### src/rtl/fifo_pkg.sv
// Shared helpers for the dual-clock FIFO pointer blocks: Gray/binary conversion
// and depth/pointer-width derivation from the RAM address width.
package fifo_pkg;

    localparam int unsigned MAX_ADDR_SIZE = 16;
    localparam int unsigned MAX_PTR_W     = MAX_ADDR_SIZE + 1;

    function automatic int unsigned fifo_depth(input int unsigned addr_size);
        return 32'(1) << addr_size;
    endfunction

    function automatic int unsigned fifo_ptr_w(input int unsigned addr_size);
        return addr_size + 1;
    endfunction

    function automatic logic [MAX_PTR_W-1:0] bin2gray(input logic [MAX_PTR_W-1:0] b);
        return (b >> 1) ^ b;
    endfunction

    // XOR prefix from the MSB down; zero extension leaves the result unchanged.
    function automatic logic [MAX_PTR_W-1:0] gray2bin(input logic [MAX_PTR_W-1:0] g);
        logic [MAX_PTR_W-1:0] b;
        b[MAX_PTR_W-1] = g[MAX_PTR_W-1];
        for (int i = int'(MAX_PTR_W) - 2; i >= 0; i--) begin
            b[i] = b[i+1] ^ g[i];
        end
        return b;
    endfunction

endpackage

### src/rtl/wptr_level_ctrl_gray2bin.sv
// Purely combinational Gray-to-binary converter, shared by the write- and
// read-side pointer controllers.
module gray2bin_conv
    import fifo_pkg::*;
#(
    parameter int unsigned W = 4
) (
    input  logic [W-1:0] i_gray,
    output logic [W-1:0] o_bin
);

    assign o_bin = W'(gray2bin(MAX_PTR_W'(i_gray)));

endmodule

### src/rtl/wptr_level_ctrl.sv
// Write-domain pointer/status controller: binary and Gray write pointers,
// fill level against the synchronised read pointer, full/almost-full/overflow.
module wptr_level_ctrl
    import fifo_pkg::*;
#(
    parameter  int unsigned ADDR_SIZE = 3,
    localparam int unsigned PTR_W     = fifo_ptr_w(ADDR_SIZE)
) (
    input  logic                 wclk,
    input  logic                 wrst,
    input  logic                 winc,
    input  logic [PTR_W-1:0]     wq2_rptr,
    input  logic [PTR_W-1:0]     wafull_thresh,
    input  logic                 wovf_clr,
    output logic                 wpush,
    output logic [ADDR_SIZE-1:0] waddr,
    output logic [PTR_W-1:0]     wptr,
    output logic                 wfull,
    output logic                 walmost_full,
    output logic [PTR_W-1:0]     wlevel,
    output logic                 woverflow
);

    localparam int unsigned DEPTH = fifo_depth(ADDR_SIZE);

    logic [PTR_W-1:0] r_wbin;
    logic [PTR_W-1:0] r_wptr;
    logic [PTR_W-1:0] r_wlevel;
    logic             r_wfull;
    logic             r_walmost_full;
    logic             r_woverflow;

    logic [PTR_W-1:0] w_rbin_s;
    logic [PTR_W-1:0] w_wbin_next;
    logic [PTR_W-1:0] w_wgray_next;
    logic [PTR_W-1:0] w_wlevel_next;
    logic             w_wpush;
    logic             w_wfull_val;
    logic             w_walmost_val;
    logic             w_ovf_next;

    gray2bin_conv #(
        .W (PTR_W)
    ) u_rptr_g2b (
        .i_gray (wq2_rptr),
        .o_bin  (w_rbin_s)
    );

    // Next-state: pointer advance, level from both new pointers, flag values.
    always_comb begin
        w_wpush       = winc & ~r_wfull;
        w_wbin_next   = r_wbin + PTR_W'(w_wpush);
        w_wgray_next  = PTR_W'(bin2gray(MAX_PTR_W'(w_wbin_next)));
        w_wlevel_next = w_wbin_next - w_rbin_s;
        w_wfull_val   = (w_wlevel_next == PTR_W'(DEPTH));
        w_walmost_val = (w_wlevel_next >= wafull_thresh);
        w_ovf_next    = (winc & r_wfull) | (r_woverflow & ~wovf_clr);
    end

    always_ff @(posedge wclk or posedge wrst) begin
        if (wrst) begin
            r_wbin         <= '0;
            r_wptr         <= '0;
            r_wlevel       <= '0;
            r_wfull        <= 1'b0;
            r_walmost_full <= 1'b0;
            r_woverflow    <= 1'b0;
        end else begin
            r_wbin         <= w_wbin_next;
            r_wptr         <= w_wgray_next;
            r_wlevel       <= w_wlevel_next;
            r_wfull        <= w_wfull_val;
            r_walmost_full <= w_walmost_val;
            r_woverflow    <= w_ovf_next;
        end
    end

    assign wpush        = w_wpush;
    assign waddr        = r_wbin[ADDR_SIZE-1:0];
    assign wptr         = r_wptr;
    assign wfull        = r_wfull;
    assign walmost_full = r_walmost_full;
    assign wlevel       = r_wlevel;
    assign woverflow    = r_woverflow;

endmodule

### config.mk
export PLATFORM = sky130hd
export DESIGN_NAME = wptr_level_ctrl
export DESIGN_NICKNAME = d
export VERILOG_FILES = /design/src/rtl/fifo_pkg.sv /design/src/rtl/wptr_level_ctrl_gray2bin.sv /design/src/rtl/wptr_level_ctrl.sv
export SDC_FILE = /design/constraint.sdc
export NUM_CORES = 1
export LEC_CHECK = 0
export ABC_AREA = 1
export BUFFER_PORTS_ARGS = -buffer_cell sky130_fd_sc_hd__buf_2
export CAP_MARGIN = 25
export CELL_PAD_IN_SITES_DETAIL_PLACEMENT = 0
export CELL_PAD_IN_SITES_GLOBAL_PLACEMENT = 2
export CORE_MARGIN = 2
export CORE_UTILIZATION = 32
export CTS_BUF_LIST = sky130_fd_sc_hd__clkbuf_4 sky130_fd_sc_hd__clkbuf_8
export CTS_CLUSTER_DIAMETER = 40
export CTS_CLUSTER_SIZE = 16
export DETAILED_ROUTE_END_ITERATION = 10
export GPL_ROUTABILITY_DRIVEN = 0
export GPL_TIMING_DRIVEN = 0
export PLACE_DENSITY_LB_ADDON = 0.05
export SLEW_MARGIN = 20
export SYNTH_ARGS = -nofsm -noshare
export SYNTH_HDL_FRONTEND = slang
export SYNTH_SLANG_ARGS = --single-unit
### constraint.sdc
create_clock -name wclk -period 6.31 [get_ports wclk]
set_input_delay 0.631 -clock wclk [delete_from_list [all_inputs] [get_ports wclk]]
set_output_delay 0.631 -clock wclk [all_outputs]
set_load 0.01 [all_outputs]
; Word level (Yosys, flattened, before mapping)
; Cells that the tools add are included.
[word_totals]
word_cells = 20
ram_bits = 0
output_inout_bits = 15
latch_bits = 0
mem_bits_ro = 0
input_bits = 12
regBits = 15
n_memories = 0
[op_classes]
muxes = 0
magnitude_cmp = 1
div_mod_pow = 0
n_addsub = 2
bitwise = 10
reduce_logical = 0
n_mul = 0
n_shift = 0
eq_ne = 1
[op_table]
columns = operator, n
row1 = 4-bit by 1-bit adder with 4-bit output, 1
row2 = "4-bit == test, second input constant", 1
row3 = 4-bit >= comparator, 1
row4 = 4-bit subtractor, 1
row5 = 3-bit by 4-bit bitwise XOR with 4-bit output, 1
row6 = 1-bit bitwise AND, 3
row7 = 1-bit bitwise XOR, 3
row8 = 1-bit inverter, 2
row9 = 1-bit bitwise OR, 1

; Logic depth before layout (Yosys ltp)
[depth]
depth_word = 5
ltp_mapped = 15
ltp_nobuf = 15

; Modules after synthesis
; A second synthesis with hierarchy kept.
[hier_totals]
hier_cells = 90
hier_area_um2 = 847.1
[by_module_without_submodules]
columns = module, instances, seq_area_each_um2, cells_per_inst, area_per_inst_um2
row1 = wptr_level_ctrl, 1, 350.3, 72, 753.2
row2 = gray2bin_conv, 1, 0.0, 18, 93.8

; Worst setup path after synthesis
; OpenSTA, ideal clock, no wires.
[synth_path]
path_type = input to register
startpoint = input winc
endpoint = register r_walmost_full (netlist: walmost_full)
path_stages = 14
t_arrival_ns = 2.812
path_slack_ns = 3.367
required_ns = 6.180
n_path_buf = 0
setup_ns = 0.130
path_cell_list = inv_1 -> nor2_1 -> ha_1 -> ha_1 -> xor2_1 -> ha_1 -> a21oi_1 -> nor2b_1 -> nand3_1 -> nand2_1 -> inv_1 -> ha_1 -> a21oi_1 -> nand3_1
[synth_via]
elab_chain_len = 4
[synth_rtl]
columns = item, line_no
row1 = from (decl), wptr_level_ctrl.sv:11  ; input logic winc,
row2 = 1-bit bitwise AND, wptr_level_ctrl.sv:51  ; w_wpush = winc & ~r_wfull;
row3 = via wpush, wptr_level_ctrl.sv:15  ; output logic wpush,
row4 = 4-bit by 1-bit adder with 4-bit output, wptr_level_ctrl.sv:52  ; w_wbin_next = r_wbin + PTR_W'(w_wpush);
row5 = via w_wbin_next[2], wptr_level_ctrl.sv:34  ; logic [PTR_W-1:0] w_wbin_next;
row6 = 4-bit subtractor, wptr_level_ctrl.sv:54  ; w_wlevel_next = w_wbin_next - w_rbin_s;
row7 = via w_wlevel_next[3], wptr_level_ctrl.sv:36  ; logic [PTR_W-1:0] w_wlevel_next;
row8 = 4-bit >= comparator, wptr_level_ctrl.sv:56  ; w_walmost_val = (w_wlevel_next >= wafull_thresh);
row9 = via w_walmost_val, wptr_level_ctrl.sv:39  ; logic w_walmost_val;
row10 = to (signal assigned), wptr_level_ctrl.sv:73  ; r_walmost_full <= w_walmost_val;
row11 = to (decl), wptr_level_ctrl.sv:30  ; logic r_walmost_full;
; The timed path passes the listed nets, and every way through them passes these cells.

; Final worst setup path
[layout_path]
startpoint = input winc
endpoint = register r_walmost_full (netlist: walmost_full)
[layout_via]
elab_chain_len = 4
[layout_rtl]
columns = item, line_no
row1 = 1-bit bitwise AND, wptr_level_ctrl.sv:51
row2 = 4-bit by 1-bit adder with 4-bit output, wptr_level_ctrl.sv:52
row3 = via w_wbin_next[2], wptr_level_ctrl.sv:34
row4 = 4-bit subtractor, wptr_level_ctrl.sv:54
row5 = via w_wlevel_next[3], wptr_level_ctrl.sv:36
row6 = 4-bit >= comparator, wptr_level_ctrl.sv:56
row7 = via w_walmost_val, wptr_level_ctrl.sv:39
; The timed path passes the listed nets, and every way through them passes these cells.

==> impl_metrics.py <==
metrics = {
    "synth": {
        "synth_top_area_share_pct": 46.28,
        "synth.area.top_cells": "dfrtp_1 46%, ha_1 15%, inv_1 7.9%",
        "ys_async_sr_fraction_pct": 100.0,
        "yosysWarnings": 0,
        "synth_cells": 77,
        "ys.flop_type": "dfrtp_1",
        "synth_edf_count": 0,
        "avgSynthCellArea_um2": 9.831,
        "synth_seq_area_share_pct": 46.28,
        "syn-num-nets": 99,
        "yosysUniqueCellTypes": 16,
        "syn_area_um2": 757.0,
        "yosysTopAreaCell": "dfrtp_1",
        "ys_seq_elements": 14,
    },
    "finish": {
        "final_layout_size_suffix_gt1_share_pct": 30.19,
        "multiInputGateArea_um2": 342.8,
        "final_area_um2": 944.7,
        "diodes": 0,
        "regArea_um2": 350.3,
        "fillCellCount": 231,
        "area_delta_synth_final_pct": 24.79,
        "nNetsFinal": 130,
        "final_cells": 134,
    },
    "timing": {
        "grt_setup_unrepaired": "no",
        "worst_pin_slew_ns": 0.4942,
        "timing.final.crit_share_pct": 47.18,
        "finalSetupTns_ns": 0,
        "setup_viol": 0,
        "skew_ns": 0.0008051,
        "fin_hold_ws_ns": 0.3757,
        "finalHoldViolCount": 0,
        "clock.fmax_ghz": 0.3359,
        "drv_slew": 0,
        "slew_headroom_pct": 67.02,
        "period_minus_slack_ns": 2.977,
    },
    "worst_setup_path": {
        "path_cells": "buf_2, inv_1, nor2_1, ha_1, ha_1, xor2_1, ha_1, a21oi_1, nor2b_1, nand3_1, nand2_1, inv_1, ha_1, a21oi_1, nand3_1",
        "critPathBufInv": 3,
        "slowest_delay_ns": 0.38,
        "cp_top_family": "adder cells",
        "worst_path_most_repeated_cell": "ha_1",
        "path_class": "in2reg",
        "cp_slowest_cell": "xor2_1",
        "cp_max_fo": 4,
        "arrival_ns": 3.12,
        "worstPathRequired_ns": 6.45,
        "worstSetupEndpointType": "flip-flop",
        "startpoint_type": "primary input",
    },
    "clock_network": {
        "htree_levels": 1,
        "cts-root-buf": "clkbuf_4",
        "cts_num_sinks": 14,
        "post-cts-setup-buffers": 0,
        "clock_path_buffers": 2,
        "cts_inserted_buffers": 3,
        "clk_latency_ns": 0.26,
        "cts_resized": 0,
        "cts_hold_buf": 0,
        "cts_tree": "built",
        "clk_pin_slew_ns": 0.07,
    },
    "detailed_routing": {
        "first_pass_iters": 4,
        "wl_per_cell_um": 9.933,
        "wl_met1_um": 655,
        "via_per_inst": 4.261,
        "drtAntennaViolNets": 0,
        "met3_length_um": 72,
        "num_vias": 571,
        "met2_length_um": 580,
        "drt_iter0_drc": 5,
        "drt-total-wl_um": 1331,
        "routed.top_layer": "met4",
        "remaining_drc_errors": 0,
    },
    "placement": {
        "dp_hpwl_um": 1114,
        "dp_cells": 131,
        "io_buffers": 26,
        "dpl_cell_area_um2": 922.1,
    },
    "grt": {
        "grt_overflow": 0,
        "grt_pass1_vias": 499,
        "grt_max_degree": 15,
        "track_usage_pct": 11.06,
        "grt_pass1_wl_um": 2173,
        "grt_antenna_before_repair": 0,
    },
    "die": {
        "die_w_um": 52.64,
        "row_count": 17,
        "die_y_um": 52.64,
        "die_area_mm2": 0.002770,
        "coreArea_mm2": 0.002233,
        "ios": 27,
        "start_util_pct": 33.89,
    },
    "status": {
        "outcome": "complete, no violations",
    },
    "power": {
        "leakage_nw": 0.5477,
        "powerDensity_mw_per_mm2": 542.3,
        "peakVddDrop_mv": 0.2600,
    },
    "hold_path": {
        "min_path_type": "in2async",
    },
    "job": {
        "drv_cap": 0,
    },
}
[cell usage after synthesis, types with 2 or more instances]
cell type	count
xor2_1	5
nand3_1	7
dfrtp_1	14
nor2_1	4
nand2_1	10
o21ai_0	2
a21oi_1	2
ha_1	9
nand4_1	2
inv_1	16
[final timing paths]
check                           startpoint  slack, ns                endpoint  cells past startpoint
max in group asynchronous             wrst       5.60       wptr[1]$_DFF_PP0_                      2
hold / removal                        wrst       0.38     woverflow$_DFF_PP0_                      2
min in group wclk          wfull$_DFF_PP0_       0.52     woverflow$_DFF_PP0_                      2
hold reg to reg            wfull$_DFF_PP0_       0.52     woverflow$_DFF_PP0_                      2
setup / recovery                      winc       3.33  walmost_full$_DFF_PP0_                     15
setup reg to reg           wfull$_DFF_PP0_       3.40  walmost_full$_DFF_PP0_                     13
[worst register-to-register path, delay by kind of cell, from the launching register on]
| kind | cells | cell delay [ns] |
|---|---|---|
| and+or+nand+nor | 5 | 0.55 |
| xor gates and xnor gates | 1 | 0.38 |
| adders and majority gates | 4 | 1.08 |
| AOI/OAI and AO/OA | 2 | 0.32 |
| DFF | 1 | 0.39 |
| buffers and inverters | 1 | 0.06 |
[sequential cells by signal (all words and copies together) (netlist names)]
register,cells
wlevel,4
wptr,3
wfull,1
r_wbin,4
woverflow,1
walmost_full,1
[cells by family (layout without fill, tap and decap cells)]
kind of cell / count (synthesis) / in the layout / synth area share [%]
AOI/OAI and AO/OA: 5 / 5 / 3.637
xor gates and xnor gates: 7 / 7 / 10.08
adders and majority gates: 10 / 10 / 17.52
buffers and inverters: 17 / 46 / 8.430
DFF: 14 / 14 / 46.28
and+or+nand+nor: 24 / 24 / 14.05
[stage by stage]
stage	util [%]	power [W]	worst slack [ns]
floorplan	-	0.0003762	3.367
global placement	41.29	0.0004661	3.044
detailed placement	41.29	0.0004734	3.030
CTS	42.30	0.0005218	3.280
global route	42.30	0.0005742	3.018
finish	42.30	0.0005123	3.333
[report_power, final]
group | switching, W | internal (W) | total [W]
sequential | 0.0000186 | 0.000136 | 0.000155
combinational | 0.000184 | 0.000128 | 0.000312
clock | 0.0000233 | 0.0000220 | 0.0000453
total | 0.000226 | 0.000286 | 0.000512
[routing by layer]
metal  global-route usage [%]  vias up
li1                         -      303
met1                    15.19      244
met2                    16.25       22
met3                    1.714        2
met4                    6.410        0
met5                        0        -
[cell type report]
cell class / count / area share, %
sequential: 14 / 37.09
multi-input combinational: 46 / 36.29
timing repair buffer: 26 / 13.77
inverter: 17 / 6.755
tap: 28 / 3.709
clock buffer: 3 / 2.384
[cell usage in the layout (no fill, tap or decap), drive strengths merged]
master	n
buf	26
inv	17
dfrtp	14
nand2	10
ha	9
nand3	7
xor2	6
nor2	4
clkbuf	3
nand4	2
a21oi	2
o21ai	2
xnor2	1
nor2b	1
o211ai	1
fa	1
(Power assumes the default switching activity.)
